### config.mk
export PLATFORM = sky130hd
export DESIGN_NAME = vx_gen_dispatch
export DESIGN_NICKNAME = d
export VERILOG_FILES = /design/src/rtl/vx_gpu_pkg.sv /design/src/rtl/vx_gen_dispatch_queue.sv /design/src/rtl/vx_gen_dispatch.sv
export SDC_FILE = /design/constraint.sdc
export NUM_CORES = 2
export LEC_CHECK = 0
export CAP_MARGIN = 15
export CORE_AREA = 3 3 637 639
export DETAILED_ROUTE_END_ITERATION = 7
export DIE_AREA = 0 0 640 642
export GPL_TIMING_DRIVEN = 0
export PLACE_DENSITY_LB_ADDON = 0.2
export REMOVE_ABC_BUFFERS = 1
export SLEW_MARGIN = 0
export SYNTH_ARGS = -nofsm -noshare
export SYNTH_HDL_FRONTEND = slang
export SYNTH_HIERARCHICAL = 1
export SYNTH_SLANG_ARGS = --single-unit
### constraint.sdc
create_clock -name clk -period 29.5 [get_ports clk]
set_clock_uncertainty 0.2 [all_clocks]
set_input_delay 4.425 -clock clk [delete_from_list [all_inputs] [get_ports clk]]
set_output_delay 4.425 -clock clk [all_outputs]
set_load 0.01 [all_outputs]
### src/rtl/vx_gpu_pkg.sv
// rtl/vx_gpu_pkg.sv - shared execution-unit encodings and width helpers
//
// Contents:
//   ex_unit_e  : channel encodings for the dispatch stage
//   ex_width   : bits needed to encode a channel index plus a NOP code
//   cnt_width  : bits needed for an occupancy count of 0..depth

package vx_gpu_pkg;

    typedef enum logic [2:0] {
        EX_ALU = 3'd0,
        EX_LSU = 3'd1,
        EX_CSR = 3'd2,
        EX_FPU = 3'd3,
        EX_GPU = 3'd4
    } ex_unit_e;

    localparam int EX_UNITS = 5;

    // Leaves room for at least one code >= num_ex, which is the NOP encoding.
    function automatic int ex_width(input int num_ex);
        return $clog2(num_ex + 1);
    endfunction

    // One extra bit so that a completely full queue (count == depth) fits.
    function automatic int cnt_width(input int depth);
        return $clog2(depth) + 1;
    endfunction

endpackage

### src/rtl/vx_gen_dispatch_queue.sv
// rtl/vx_gen_dispatch_queue.sv - one dispatch channel: FIFO plus stall counter
//
// Ports:
//   clk, reset        : clock, asynchronous active-low reset
//   flush             : clear pointers and count at the next edge
//   push, push_data   : write one entry (ignored when full)
//   pop               : drop the head entry (ignored when empty)
//   stall             : increment the saturating backpressure counter
//   full, count       : queue status from flops only
//   head_data         : oldest entry
//   stalls            : backpressure cycle count

module vx_gen_dispatch_queue
    import vx_gpu_pkg::*;
#(
    parameter int DEPTH  = 2,
    parameter int DATAW  = 256,
    parameter int PERF_W = 16,
    parameter int CNTW   = cnt_width(DEPTH)
) (
    input  logic              clk,
    input  logic              reset,
    input  logic              flush,
    input  logic              push,
    input  logic [DATAW-1:0]  push_data,
    input  logic              pop,
    input  logic              stall,
    output logic              full,
    output logic [CNTW-1:0]   count,
    output logic [DATAW-1:0]  head_data,
    output logic [PERF_W-1:0] stalls
);

    localparam int PTRW = $clog2(DEPTH);

    logic [PTRW-1:0]   wr_ptr_q, wr_ptr_d;
    logic [PTRW-1:0]   rd_ptr_q, rd_ptr_d;
    logic [CNTW-1:0]   count_q, count_d;
    logic [PERF_W-1:0] stalls_q, stalls_d;
    logic [DATAW-1:0]  mem_q [DEPTH];

    logic push_ok;
    logic pop_ok;

    assign full      = (count_q == CNTW'(DEPTH));
    assign count     = count_q;
    assign head_data = mem_q[rd_ptr_q];
    assign stalls    = stalls_q;

    assign push_ok = push && !full && !flush;
    assign pop_ok  = pop && (count_q != '0) && !flush;

    // DEPTH is a power of two, so the pointers wrap by plain overflow.
    always_comb begin
        wr_ptr_d = wr_ptr_q;
        rd_ptr_d = rd_ptr_q;
        count_d  = count_q;
        if (flush) begin
            wr_ptr_d = '0;
            rd_ptr_d = '0;
            count_d  = '0;
        end else begin
            if (push_ok) begin
                wr_ptr_d = wr_ptr_q + PTRW'(1);
            end
            if (pop_ok) begin
                rd_ptr_d = rd_ptr_q + PTRW'(1);
            end
            case ({push_ok, pop_ok})
                2'b10:   count_d = count_q + CNTW'(1);
                2'b01:   count_d = count_q - CNTW'(1);
                default: count_d = count_q;
            endcase
        end
    end

    // Stall counts survive a flush; only reset clears them.
    always_comb begin
        stalls_d = stalls_q;
        if (stall && (stalls_q != '1)) begin
            stalls_d = stalls_q + PERF_W'(1);
        end
    end

    always_ff @(posedge clk or negedge reset) begin
        if (!reset) begin
            wr_ptr_q <= '0;
            rd_ptr_q <= '0;
            count_q  <= '0;
            stalls_q <= '0;
        end else begin
            wr_ptr_q <= wr_ptr_d;
            rd_ptr_q <= rd_ptr_d;
            count_q  <= count_d;
            stalls_q <= stalls_d;
        end
    end

    // Payload storage is not reset; an entry is only visible once counted.
    always_ff @(posedge clk) begin
        if (push_ok) begin
            mem_q[wr_ptr_q] <= push_data;
        end
    end

endmodule

### src/rtl/vx_gen_dispatch.sv
// rtl/vx_gen_dispatch.sv - routes issued requests into per-unit dispatch queues
//
// Ports:
//   clk, reset            : clock, asynchronous active-low reset
//   in_valid, in_ready    : issue handshake
//   in_ex_type            : target channel; codes >= NUM_EX are NOPs
//   in_data               : request payload
//   flush                 : discard every queued request
//   out_valid, out_ready  : per-channel dispatch handshake
//   out_data              : channel i at [i*DATAW +: DATAW]
//   occupancy             : channel i count at [i*CNTW +: CNTW]
//   perf_stalls           : channel i backpressure cycles at [i*PERF_W +: PERF_W]
//   perf_nops             : consumed NOP count

module vx_gen_dispatch
    import vx_gpu_pkg::*;
#(
    parameter int NUM_EX = 5,
    parameter int DEPTH  = 2,
    parameter int DATAW  = 256,
    parameter int PERF_W = 16
) (
    input  logic                            clk,
    input  logic                            reset,
    input  logic                            in_valid,
    output logic                            in_ready,
    input  logic [ex_width(NUM_EX)-1:0]     in_ex_type,
    input  logic [DATAW-1:0]                in_data,
    input  logic                            flush,
    output logic [NUM_EX-1:0]               out_valid,
    input  logic [NUM_EX-1:0]               out_ready,
    output logic [NUM_EX*DATAW-1:0]         out_data,
    output logic [NUM_EX*cnt_width(DEPTH)-1:0] occupancy,
    output logic [NUM_EX*PERF_W-1:0]        perf_stalls,
    output logic [PERF_W-1:0]               perf_nops
);

    localparam int EXW  = ex_width(NUM_EX);
    localparam int CNTW = cnt_width(DEPTH);

    logic [NUM_EX-1:0] full;
    logic [NUM_EX-1:0] push;
    logic [NUM_EX-1:0] pop;
    logic [NUM_EX-1:0] stall;
    logic [CNTW-1:0]   cnt_w [NUM_EX];

    logic              is_nop;
    logic              sel_full;
    logic              nop_take;
    logic [PERF_W-1:0] perf_nops_q, perf_nops_d;

    assign is_nop = (in_ex_type >= EXW'(NUM_EX));

    // in_ready looks only at flop-based fullness, so out_ready never reaches it.
    always_comb begin
        sel_full = 1'b0;
        for (int i = 0; i < NUM_EX; i++) begin
            if (in_ex_type == EXW'(i)) begin
                sel_full = full[i];
            end
        end
        in_ready = !flush && (is_nop || !sel_full);
    end

    always_comb begin
        push      = '0;
        pop       = '0;
        stall     = '0;
        out_valid = '0;
        occupancy = '0;
        for (int i = 0; i < NUM_EX; i++) begin
            out_valid[i] = (cnt_w[i] != '0) && !flush;
            pop[i]       = out_valid[i] && out_ready[i];
            push[i]      = in_valid && in_ready && !is_nop && (in_ex_type == EXW'(i));
            stall[i]     = in_valid && (in_ex_type == EXW'(i)) && full[i] && !flush;
            occupancy[i*CNTW +: CNTW] = cnt_w[i];
        end
    end

    for (genvar g = 0; g < NUM_EX; g++) begin : g_queue
        vx_gen_dispatch_queue #(
            .DEPTH  (DEPTH),
            .DATAW  (DATAW),
            .PERF_W (PERF_W),
            .CNTW   (CNTW)
        ) u_queue (
            .clk       (clk),
            .reset     (reset),
            .flush     (flush),
            .push      (push[g]),
            .push_data (in_data),
            .pop       (pop[g]),
            .stall     (stall[g]),
            .full      (full[g]),
            .count     (cnt_w[g]),
            .head_data (out_data[g*DATAW +: DATAW]),
            .stalls    (perf_stalls[g*PERF_W +: PERF_W])
        );
    end

    // A NOP is consumed whenever it is presented outside a flush.
    assign nop_take = in_valid && is_nop && !flush;

    always_comb begin
        perf_nops_d = perf_nops_q;
        if (nop_take && (perf_nops_q != '1)) begin
            perf_nops_d = perf_nops_q + PERF_W'(1);
        end
    end

    always_ff @(posedge clk or negedge reset) begin
        if (!reset) begin
            perf_nops_q <= '0;
        end else begin
            perf_nops_q <= perf_nops_d;
        end
    end

    assign perf_nops = perf_nops_q;

endmodule
==> results.md <==
Clock tree:
- The clock reaches the later pin of the worst-skew pair after 0.87 ns.
- The hold buffer count at cts is 0.
- The buffer levels on the longest clock path is 4.
- The clock drives 2676 sinks.
- After clock tree synthesis, the setup repair step added 0 buffers.
- TritonCTS built the clock tree.
- The total clock buffers created by CTS is 313.
- Clock tree synthesis selected as its root buffer the cell sky130_fd_sc_hd__clkbuf_16.
- The number of instances resized during post-cts repair is 0.
- The number of levels in the clock H-tree is 5.
- Clock-pin slew was measured on the worst setup and hold paths at 0.06 ns.

Place:
- Routability-driven placement finished with a final weighted congestion of 0.784.
- The HPWL after detailed placement is 270000 um.
- The worst setup timing slack at the placement stage is 18.50 ns.
- The number of placed instances with taps included is 11.8k.
- The count of input and output buffers is 1659.

Timing:
- Setup repair after global routing left no endpoint under its margin.
- Setup violations remaining at the end of the flow were counted as 0.
- The final-report hold violation count is 0.
- The timing-limited maximum frequency is 91.0 MHz.
- Summed over all failing endpoints, the final setup total negative slack is 0 ns.
- Measured against its own limit, the worst slew margin works out to 39.3%.
- The final worst-path cycle share is 37.2%.
- The post-route minimum period is 10.99 ns.
- The post-route worst setup slack is 18.51 ns.
- The worst-margin pin slew is 0.908 ns.
- The number of slew-limit violations in the final report is 0.

Power:
- The share of total power dissipated in the clock network is 45.9%.
- The sequential group share of total power is 51.8%.
- The internal power summed over all cells is 0.00637 W.
- Summed over all nets, the switching power comes to 0.00172 W.
- Power comes to 0.00808 W.
- Across the VDD grid, the largest voltage drop is 0.0570 mV.
- The analysis attributes to cell leakage a power of 44.7 nW.
- In this run, the combinational gates consume 2.3% of the power.
- Power spread over the standard cell area amounts to 59.4 mW/mm2.
- The switching fraction of total power is 21.2%.

Worst setup path:
- STA puts the critical path data required time at 24.88 ns.
- STA classifies the critical path endpoint as an output port.
- STA classifies the critical path startpoint as a primary input.
- The class of the most critical setup path is primary input to output port.
- The biggest fanout along the worst timing path is 10.
- The data arrival time of the worst path is 6.36 ns.

Yosys:
- Yosys mapped a number of flops with a built-in enable equal to 2560.
- The prevailing post-synth register cell is sky130_fd_sc_hd__edfxtp_1.
- The Yosys warning count is 6.
- The post-synthesis register bit count is 2676.
- The proportion of synthesized flip-flops having asynchronous set or reset is 4.33%.
- The synthesized netlist occupies a cell area of 0.0982 mm2.
- Synthesis produced a netlist whose cell count is 4597.
- The number of distinct library cells after synthesis is 44.
- A synthesized cell averages 21.4 um2.
- The share of the yosys chip area belonging to registers is 81.2%.

GRT:
- The via count of the first global-routing pass is 54.1k.
- The leftover overflow at the end of global routing is 0.
- The initial antenna violation count came to 48.
- The total routing resource utilization after global routing is 16.9%.
- Entering global routing, the biggest net connects 94 pins.
- The first-pass GRT wire length is 482000 um.

Worst hold path:
- The min-delay analysis places its worst path in the category flip-flop to flip-flop.

Route:
- In the final routed layout, each cell accounts on average for 29.1 um.
- The count of unresolved DRC violations after routing is 0.
- For this run, the detailed router's first-pass iteration total came to 5.
- After the first detailed-routing iteration, the DRC count stood at 3519.
- Using the TritonRoute via totals, the vias-per-cell ratio works out to 4.31.
- The overall via count from detail_route is 53.4k.
- The routed wire length is 360000 um.
- The residual antenna-violating net count after detailed routing is 0.

Floorplan:
- The x dimension of the die is 640 um.
- The die covers 0.411 mm2.
- The area of the core region is 0.400 mm2.
- In this run the core area contains 232 standard-cell rows.
- The I/O pin count is 1660.
- The floorplan step set the die height to 642 um.
- The starting density of the core is 24.6%.

Final layout:
- Compared with the post-synthesis result, the final layout area differs by 38.6%.
- The number of nets in the layout is 7139.
- The fraction of final layout cells with drive strength greater than 1 is 31.3%.
- The count of cells in the finished layout, fillers not included, comes to 12.4k.
- The utilization of the core after routing is 34.1%.

Flow run:
- The tool flagged a number of max-cap violations equal to 0.

Outcome:
- The run finished with clean final reports.
-- per-layer routing --
metal	global-route usage (%)	share of wire (%)
met5	0	0.036
met4	6.79	4.4
met3	4.81	7.1
met2	29.6	51
met1	19.3	38
-- cell families (layout without fill, tap and decap cells) --
logic type	Yosys count	in the layout	share of synthesized area, %
DFF	2676	2676	81.2
muxes	1300	1300	14.9
and+or+nand+nor	315	315	2.00
buffers and inverters	159	2673	0.763
xor gates and xnor gates	72	72	0.642
AOI/OAI and AO/OA	69	69	0.410
adders and majority gates	6	6	0.0764
other	0	18	0
-- worst paths after layout --
| kind | startpoint | end | slack, ns | cells past startpoint |
|---|---|---|---|---|
| max | in_ex_type[1] | in_ready | 18.51 | 6 |
| min | perf_nops[0]$_DFFE_PN0P_ | perf_nops[0]$_DFFE_PN0P_ | 0.32 | 1 |
| max reg2reg | g_queue[1].u_queue/count[1]$_DFFE_PN0P_ | g_queue[1].u_queue/mem_q[1][193]$_DFFE_PP_ | 24.25 | 19 |
| min reg2reg | perf_nops[0]$_DFFE_PN0P_ | perf_nops[0]$_DFFE_PN0P_ | 0.32 | 1 |
| max in group asynchronous | reset | g_queue[2].u_queue/rd_ptr_q$_DFFE_PN0P_ | 25.07 | 2 |
| min in group asynchronous | reset | g_queue[0].u_queue/stalls[11]$_DFFE_PN0P_ | 3.21 | 1 |
-- power groups by stage --
stage | Clock [W] | Sequential, W | Combinational, W
after floorplan | 0 | 0.00428 | 0.0000281
after global placement | 0 | 0.00429 | 0.000173
after detailed placement | 0 | 0.00427 | 0.000186
after CTS | 0.00384 | 0.00419 | 0.000187
after global routing | 0.00398 | 0.00419 | 0.000195
final | 0.00371 | 0.00419 | 0.000183
-- layout by cell type, fill, tap and decap left out, types with 38 or more instances in the layout --
master,n
sky130_fd_sc_hd__xor2_1,47
sky130_fd_sc_hd__mux2_2,1293
sky130_fd_sc_hd__nand2_1,43
sky130_fd_sc_hd__clkbuf_16,314
sky130_fd_sc_hd__nor2_1,78
sky130_fd_sc_hd__nand3_1,38
sky130_fd_sc_hd__dfrtp_1,111
sky130_fd_sc_hd__clkbuf_1,55
sky130_fd_sc_hd__edfxtp_1,2560
sky130_fd_sc_hd__buf_6,357
sky130_fd_sc_hd__clkinv_2,59
sky130_fd_sc_hd__clkinv_1,69
sky130_fd_sc_hd__clkdlybuf4s50_1,1656
-- synthesized netlist by cell type (13+ instances only) --
cell | count | share of area, %
sky130_fd_sc_hd__a21oi_1 | 20 | 0.10
sky130_fd_sc_hd__buf_2 | 122 | 0.62
sky130_fd_sc_hd__clkbuf_1 | 26 | 0.099
sky130_fd_sc_hd__dfrtp_1 | 116 | 3.0
sky130_fd_sc_hd__edfxtp_1 | 2560 | 78
sky130_fd_sc_hd__mux2_2 | 1293 | 15
sky130_fd_sc_hd__nand2_1 | 43 | 0.16
sky130_fd_sc_hd__nand3_1 | 38 | 0.19
sky130_fd_sc_hd__nand4_1 | 31 | 0.20
sky130_fd_sc_hd__nor2_1 | 78 | 0.30
sky130_fd_sc_hd__nor3_1 | 23 | 0.12
sky130_fd_sc_hd__nor3b_1 | 16 | 0.12
sky130_fd_sc_hd__nor4_1 | 13 | 0.083
sky130_fd_sc_hd__o21ai_0 | 26 | 0.13
sky130_fd_sc_hd__xnor2_1 | 25 | 0.22
sky130_fd_sc_hd__xor2_1 | 47 | 0.42
-- metrics by stage --
stage,cell area (um2),hold slack [ns]
2_1_floorplan,97500,0.319
3_3_place_gp,121000,0.304
3_5_place_dp,126000,0.309
4_1_cts,136000,0.321
5_1_grt,136000,0.338
6_report,136000,0.317
-- flip-flops by register name, indices dropped and copies added, names as in the netlist --
name,flops
g_queue.u_queue/stalls,80
g_queue.u_queue/wr_ptr_q,5
perf_nops,16
g_queue.u_queue/rd_ptr_q,5
g_queue.u_queue/count,10
g_queue.u_queue/mem_q,2560
-- worst max-delay path, cell delays in order --
cell	delay, ns
sky130_fd_sc_hd__clkdlybuf4s50_1	0.67
sky130_fd_sc_hd__nor2_1	0.17
sky130_fd_sc_hd__a31oi_1	0.18
sky130_fd_sc_hd__o21ai_0	0.14
sky130_fd_sc_hd__nor2_1	0.15
sky130_fd_sc_hd__clkdlybuf4s50_1	0.63
-- final cells by class --
| class | count | area (um2) |
|---|---|---|
| flip-flops and latches | 2676 | 79800 |
| fillers | 37900 | 264000 |
| inverters | 11 | 41.3 |
| diodes | 18 | 45.0 |
| multi-input cells | 1762 | 17800 |
| well taps | 5265 | 6590 |
| repair buffers | 2101 | 22200 |
| clock inverters | 190 | 1650 |
| clock buffers | 371 | 8090 |
Note: power is estimated with default switching activity, not from simulation.
